<file path="src/rtl/digest_pkg.sv">
// Shared definitions for the digest serializer: SHA type codes, the tuser
// field offset, per-type digest byte counts, the FSM state type and the
// last-word byte-enable helper.
package digest_pkg;

    localparam logic [1:0] SHA224 = 2'b00;
    localparam logic [1:0] SHA256 = 2'b01;
    localparam logic [1:0] SHA384 = 2'b10;
    localparam logic [1:0] SHA512 = 2'b11;

    localparam int unsigned SHA_TYPE_OFFSET = 32;

    localparam int unsigned SHA224_BYTES = 28;
    localparam int unsigned SHA256_BYTES = 32;
    localparam int unsigned SHA384_BYTES = 48;
    localparam int unsigned SHA512_BYTES = 64;

    localparam int unsigned WORD_W = 32;
    localparam int unsigned CNT_W  = 5;

    typedef enum logic {
        ST_IDLE = 1'b0,
        ST_SEND = 1'b1
    } state_e;

    // Byte enables of the final word given the digest length modulo 4.
    function automatic logic [3:0] last_word_keep(input logic [1:0] rem);
        case (rem)
            2'd1:    return 4'b0001;
            2'd2:    return 4'b0011;
            2'd3:    return 4'b0111;
            default: return 4'b1111;
        endcase
    endfunction

endpackage

</file>
<file path="src/rtl/keep_to_len.sv">
// Priority encoder: byte length = index of highest set keep bit plus one.
// Ports: keep_i  byte-lane valid mask
//        len_c_o combinational byte length (0 when keep_i is all zero)
module keep_to_len #(
    parameter int unsigned KEEP_W = 64,
    parameter int unsigned LEN_W  = 7
) (
    input  logic [KEEP_W-1:0] keep_i,
    output logic [LEN_W-1:0]  len_c_o
);

    // Later iterations overwrite earlier ones, so the highest set bit wins.
    always_comb begin
        len_c_o = '0;
        for (int i = 0; i < KEEP_W; i++) begin
            if (keep_i[i]) begin
                len_c_o = LEN_W'(i + 1);
            end
        end
    end

endmodule

</file>
<file path="src/rtl/digest_serializer.sv">
// Splits one wide digest beat into a stream of 32-bit AXIS words.
// Ports: axis_aclk/axis_resetn   clock, async active-low reset
//        s_axis_*                 one digest per beat (tlast ignored)
//        m_axis_*                 32-bit words, tlast on the final word,
//                                 tuser repeats the captured sideband
module digest_serializer
    import digest_pkg::*;
#(
    parameter int unsigned C_S_AXIS_DATA_WIDTH  = 512,
    parameter int unsigned C_M_AXIS_DATA_WIDTH  = 32,
    parameter int unsigned C_S_AXIS_TUSER_WIDTH = 128,
    parameter int unsigned C_M_AXIS_TUSER_WIDTH = 128
) (
    input  logic                               axis_aclk,
    input  logic                               axis_resetn,
    input  logic [C_S_AXIS_DATA_WIDTH-1:0]     s_axis_tdata,
    input  logic [C_S_AXIS_DATA_WIDTH/8-1:0]   s_axis_tkeep,
    input  logic [C_S_AXIS_TUSER_WIDTH-1:0]    s_axis_tuser,
    input  logic                               s_axis_tvalid,
    input  logic                               s_axis_tlast,
    output logic                               s_axis_tready,
    output logic [C_M_AXIS_DATA_WIDTH-1:0]     m_axis_tdata,
    output logic [C_M_AXIS_DATA_WIDTH/8-1:0]   m_axis_tkeep,
    output logic [C_M_AXIS_TUSER_WIDTH-1:0]    m_axis_tuser,
    output logic                               m_axis_tvalid,
    output logic                               m_axis_tlast,
    input  logic                               m_axis_tready
);

    localparam int unsigned KEEP_W  = C_S_AXIS_DATA_WIDTH / 8;
    localparam int unsigned LEN_W   = $clog2(KEEP_W + 1);
    localparam int unsigned MKEEP_W = C_M_AXIS_DATA_WIDTH / 8;

    logic [1:0] rst_sync_q;
    logic       rst_n;

    state_e                             state_q, state_d;
    logic                               s_tready_q, s_tready_d;
    logic [C_S_AXIS_DATA_WIDTH-1:0]     data_q, data_d;
    logic [C_M_AXIS_TUSER_WIDTH-1:0]    tuser_q, tuser_d;
    logic [LEN_W-1:0]                   len_q, len_d;
    logic [CNT_W-1:0]                   cnt_q, cnt_d;
    logic [C_M_AXIS_DATA_WIDTH-1:0]     m_tdata_q, m_tdata_d;
    logic [MKEEP_W-1:0]                 m_tkeep_q, m_tkeep_d;
    logic                               m_tlast_q, m_tlast_d;
    logic                               m_tvalid_q, m_tvalid_d;

    logic [LEN_W-1:0]                   beat_len;
    logic                               load_word;
    logic [C_S_AXIS_DATA_WIDTH-1:0]     sel_data;
    logic [LEN_W-1:0]                   sel_len;
    logic [CNT_W-1:0]                   sel_idx;
    logic [CNT_W-1:0]                   sel_last_idx;

    // Every beat is a whole digest, so the slave tlast carries no information.
    logic unused_tlast;
    assign unused_tlast = s_axis_tlast;

    // Reset asserts immediately, releases two clock edges later.
    always_ff @(posedge axis_aclk or negedge axis_resetn) begin
        if (!axis_resetn) begin
            rst_sync_q <= 2'b00;
        end else begin
            rst_sync_q <= {rst_sync_q[0], 1'b1};
        end
    end
    assign rst_n = rst_sync_q[1];

    keep_to_len #(
        .KEEP_W (KEEP_W),
        .LEN_W  (LEN_W)
    ) u_keep_to_len (
        .keep_i  (s_axis_tkeep),
        .len_c_o (beat_len)
    );

    // State and output registers.
    always_ff @(posedge axis_aclk or negedge rst_n) begin
        if (!rst_n) begin
            state_q    <= ST_IDLE;
            s_tready_q <= 1'b1;
            data_q     <= '0;
            tuser_q    <= '0;
            len_q      <= '0;
            cnt_q      <= '0;
            m_tdata_q  <= '0;
            m_tkeep_q  <= '0;
            m_tlast_q  <= 1'b0;
            m_tvalid_q <= 1'b0;
        end else begin
            state_q    <= state_d;
            s_tready_q <= s_tready_d;
            data_q     <= data_d;
            tuser_q    <= tuser_d;
            len_q      <= len_d;
            cnt_q      <= cnt_d;
            m_tdata_q  <= m_tdata_d;
            m_tkeep_q  <= m_tkeep_d;
            m_tlast_q  <= m_tlast_d;
            m_tvalid_q <= m_tvalid_d;
        end
    end

    // Next-state logic; the first word is loaded straight from the slave
    // beat so it is presented the cycle after the handshake.
    always_comb begin
        state_d      = state_q;
        s_tready_d   = s_tready_q;
        data_d       = data_q;
        tuser_d      = tuser_q;
        len_d        = len_q;
        cnt_d        = cnt_q;
        m_tdata_d    = m_tdata_q;
        m_tkeep_d    = m_tkeep_q;
        m_tlast_d    = m_tlast_q;
        m_tvalid_d   = m_tvalid_q;
        load_word    = 1'b0;
        sel_data     = data_q;
        sel_len      = len_q;
        sel_idx      = cnt_q;
        sel_last_idx = '0;

        case (state_q)
            ST_IDLE: begin
                // An empty beat is consumed without producing any word.
                if (s_axis_tvalid && s_tready_q && (beat_len != '0)) begin
                    state_d    = ST_SEND;
                    s_tready_d = 1'b0;
                    data_d     = s_axis_tdata;
                    tuser_d    = C_M_AXIS_TUSER_WIDTH'(s_axis_tuser);
                    len_d      = beat_len;
                    cnt_d      = '0;
                    m_tvalid_d = 1'b1;
                    load_word  = 1'b1;
                    sel_data   = s_axis_tdata;
                    sel_len    = beat_len;
                    sel_idx    = '0;
                end
            end
            ST_SEND: begin
                if (m_tvalid_q && m_axis_tready) begin
                    if (m_tlast_q) begin
                        state_d    = ST_IDLE;
                        s_tready_d = 1'b1;
                        m_tvalid_d = 1'b0;
                        m_tlast_d  = 1'b0;
                        cnt_d      = '0;
                    end else begin
                        cnt_d     = cnt_q + CNT_W'(1);
                        load_word = 1'b1;
                        sel_idx   = cnt_q + CNT_W'(1);
                    end
                end
            end
            default: ;
        endcase

        // Index of the final word: ceil(len/4) - 1.
        sel_last_idx = CNT_W'((32'(sel_len) + 32'd3) >> 2) - CNT_W'(1);

        if (load_word) begin
            m_tdata_d = C_M_AXIS_DATA_WIDTH'(sel_data >> {sel_idx, 5'd0});
            m_tlast_d = (sel_idx == sel_last_idx);
            m_tkeep_d = m_tlast_d ? MKEEP_W'(last_word_keep(sel_len[1:0])) : '1;
        end
    end

    assign s_axis_tready = s_tready_q;
    assign m_axis_tdata  = m_tdata_q;
    assign m_axis_tkeep  = m_tkeep_q;
    assign m_axis_tuser  = tuser_q;
    assign m_axis_tvalid = m_tvalid_q;
    assign m_axis_tlast  = m_tlast_q;

endmodule

</file>
<file path="config.mk">
export PLATFORM = sky130hd
export DESIGN_NAME = digest_serializer
export DESIGN_NICKNAME = d
export VERILOG_FILES = /design/src/rtl/digest_pkg.sv /design/src/rtl/keep_to_len.sv /design/src/rtl/digest_serializer.sv
export SDC_FILE = /design/constraint.sdc
export NUM_CORES = 1
export LEC_CHECK = 0
export ABC_AREA = 0
export CAP_MARGIN = 20
export CORE_AREA = 4 4 336 338
export CTS_CLUSTER_SIZE = 40
export DETAILED_ROUTE_END_ITERATION = 10
export DIE_AREA = 0 0 340 342
export PLACE_DENSITY = 0.57
export SLEW_MARGIN = 20
export SYNTH_ARGS = -nofsm -noshare
export SYNTH_HDL_FRONTEND = slang
export SYNTH_SLANG_ARGS = --single-unit
</file>
<file path="constraint.sdc">
create_clock -name axis_aclk -period 51.4 [get_ports axis_aclk]
set_input_delay 10.28 -clock axis_aclk [delete_from_list [all_inputs] [get_ports axis_aclk]]
set_output_delay 10.28 -clock axis_aclk [all_outputs]
set_load 0.02 [all_outputs]
</file>
==> reports/results.txt <==
Max Cap Viol = 0
WL/cell = 24.9 um
Final HPWL DP = 88900 um
status = completed
CTS tree = yes
DRT Wirelength = 119000 um
RR Startpoint = s_axis_tready
Crit Path Max Fanout = 129
Worst R2R End = m_axis_tdata[29]
Design Power = 1200 uW
Post-Syn Area = 32000 um2
clk slew on worst S/H paths = 60 ps
post-synth top area cell = dfrtp_1
Sink Count = 694
Worst path max stage delay = 750 ps
crit-path most repeated cell = buf_4
Synth Instances = 2373
worst setup path start = s_axis_tkeep[22]
startpoint types = primary input
Leakage Power = 0.0213 uW
Crit. End Element = flop
clk root buf = clkbuf_16
worst path required time = 51970 ps
ys async rst share = 1.00
Final Hold Viols = 0
number of global-route vias before repair = 24100
HP Class = flop to async pin
RSZ-0062 raised after global routing = no
setup TNS = 0 ps
final setup margin = 35010 ps
Post-DRT Antenna Nets = 0
PortBufs = 874
min Tclk post-route = 16390 ps
syn nets = 3087
Max Clock Skew = 19.9 ps
Avg Cell Area, Syn = 13.5 um2
Crit path arrival time = 16960 ps
Worst-Skew Late Latency = 640 ps
largest net degree at the start of global routing = 163
post-synthesis sequential area ratio = 0.543
Synthesis Warnings = 0
PD cells = 26.7 nW/um2
most common cell in the netlist = mux2_2
initial antenna violation count = 48
Hold Worst Slack = 329 ps
Peak supply drop = 0.0227 mV
DRC = 0
period utilisation layout = 0.319
slowest CP cell = buf_4
full die area = 116000 um2
worst reg2reg path depth = 15
vias per cell = 4.75
Post-CTS Setup Repair Bufs = 0
CP Capture Point = m_axis_tdata[29]
initial drt markers = 1025
Core Rows = 122
GPL Wtd Cong = 0.822
post-layout util = 0.409
total grt overflow = 0
Final nets = 3927
first-pass GRT wire length = 169000 um
# H-tree levels = 3
fin. max-slew vios = 0
Place WS = 34010 ps
Cell variety after synth = 66
Pre-antenna DRT Iters = 5
CTS buffer count = 83
Die Y = 342 um
Synth Flop Type = dfrtp_1
Die Wd = 340 um
#FFs+latches synth = 694
Setup Crit Path Kind = primary input to flop
R2R Setup Slk = 44910 ps
CORE AREA = 110000 um2
layout cells sized above 1 = 0.288
Yosys top cell area share = 0.542
slew margin rel. = 0.224
Setup violations, final = 0
CP cell instances = clkdlybuf4s50_1 > or4_1 > a211oi_1 > o211ai_1 > nand3_1 > a211oi_4 > o21ai_4 > buf_12 > or2_4 > buf_4 > buf_4 > buf_4 > mux2_1 > a211oi_1 > a21oi_1 > a221o_1
Initial Util = 0.291
FMAX = 0.0610 GHz
hold_buf cts = 0
Commonest cells post-synth = mux2_2 (755), dfrtp_1 (693), mux2i_1 (163)
largest cells by area after synthesis = dfrtp_1 (54%), mux2_2 (27%), mux2i_1 (5.1%)
post-cts sizing count = 0
Tightest Pin Transition = 1160 ps
number of top-level pins = 876
vias post-DR = 22800
GRT Total Usage = 0.199
area delta synth->final = 40.8%
Post-synth EDFFs = 0
Longest Clk Path Bufs = 3
-- through the flow --
step	instance area (um2)	std cells
CTS	45000	4765
global placement	42300	4616
global route	45000	4781
floorplan	32000	2373
finish	45100	4794
detailed placement	42300	4616
-- worst min path at each step --
stage	startpoint	endpoint	slack, ps
floorplan	rst_sync_q[0]	rst_sync_q[1]	330
global placement	rst_sync_q[0]	rst_sync_q[1]	340
detailed placement	rst_sync_q[0]	rst_sync_q[1]	340
CTS	rst_sync_q[0]	rst_sync_q[1]	350
global route	rst_sync_q[0]	rst_sync_q[1]	350
finish	rst_sync_q[1]	m_axis_tuser[123]	330
-- report_power, final --
part / leakage [uW] / switching [uW] / internal, uW
combinational: 0.0103 / 23.4 / 48.9
sequential: 0.00967 / 0.685 / 547
clock: 0.00134 / 240 / 344
-- layer usage --
layer  vias to the layer above  share of wire  GRT usage
met5                         -        0.00075          0
met4                        14          0.034     0.0830
met3                       173          0.084     0.0716
met2                       713           0.49      0.331
met1                     11400           0.40      0.233
li1                      10400              -          -
-- critical path: cells and delay by family --
kind	cells	cell delay, ps
buf+inv	5	3000
compound gates	7	1850
simple gates	3	1410
mux	1	260
-- cell type report --
type,count,area (um2)
Multi-Input combinational cell,1500,13900
Clock inverter,25,231
Tap cell,1488,1860
Timing Repair Buffer,907,9050
Sequential cell,694,17400
Antenna cell,29,72.6
Clock buffer,124,2480
Inverter,27,101
Fill cell,10500,65000
-- cell families after synthesis --
kind of cell             share of synthesized area
adder cells (fa/ha/maj)                    0.00196
AND/OR/NAND/NOR                             0.0451
flip-flops                                   0.543
other                                     0.000117
XOR/XNOR                                   0.00301
multiplexers                                 0.322
AO/OA/AOI/OAI                               0.0601
buffers and inverters                       0.0245
-- sequential cells by signal, summed over array words and instances, names as in the netlist --
register / cells
m_axis_tvalid: 1
len_q: 7
m_axis_tdata: 32
cnt_q: 5
rst_sync_q: 2
m_axis_tkeep: 4
m_axis_tuser: 128
data_q: 512
state_q: 1
s_axis_tready: 1
m_axis_tlast: 1
-- cells in the final DEF (no fill, tap or decap), types with 29 or more instances in the layout --
master,synthesis,final
clkbuf_16,0,85
diode_2,0,29
dfrtp_1,693,692
mux2i_1,163,163
a211oi_1,102,101
a221o_1,33,33
a21oi_1,51,50
clkdlybuf4s50_1,0,874
mux2_2,755,755
nor2_1,147,146
buf_4,2,29
nor3b_1,33,33
Note: power is estimated with default switching activity, not from simulation.
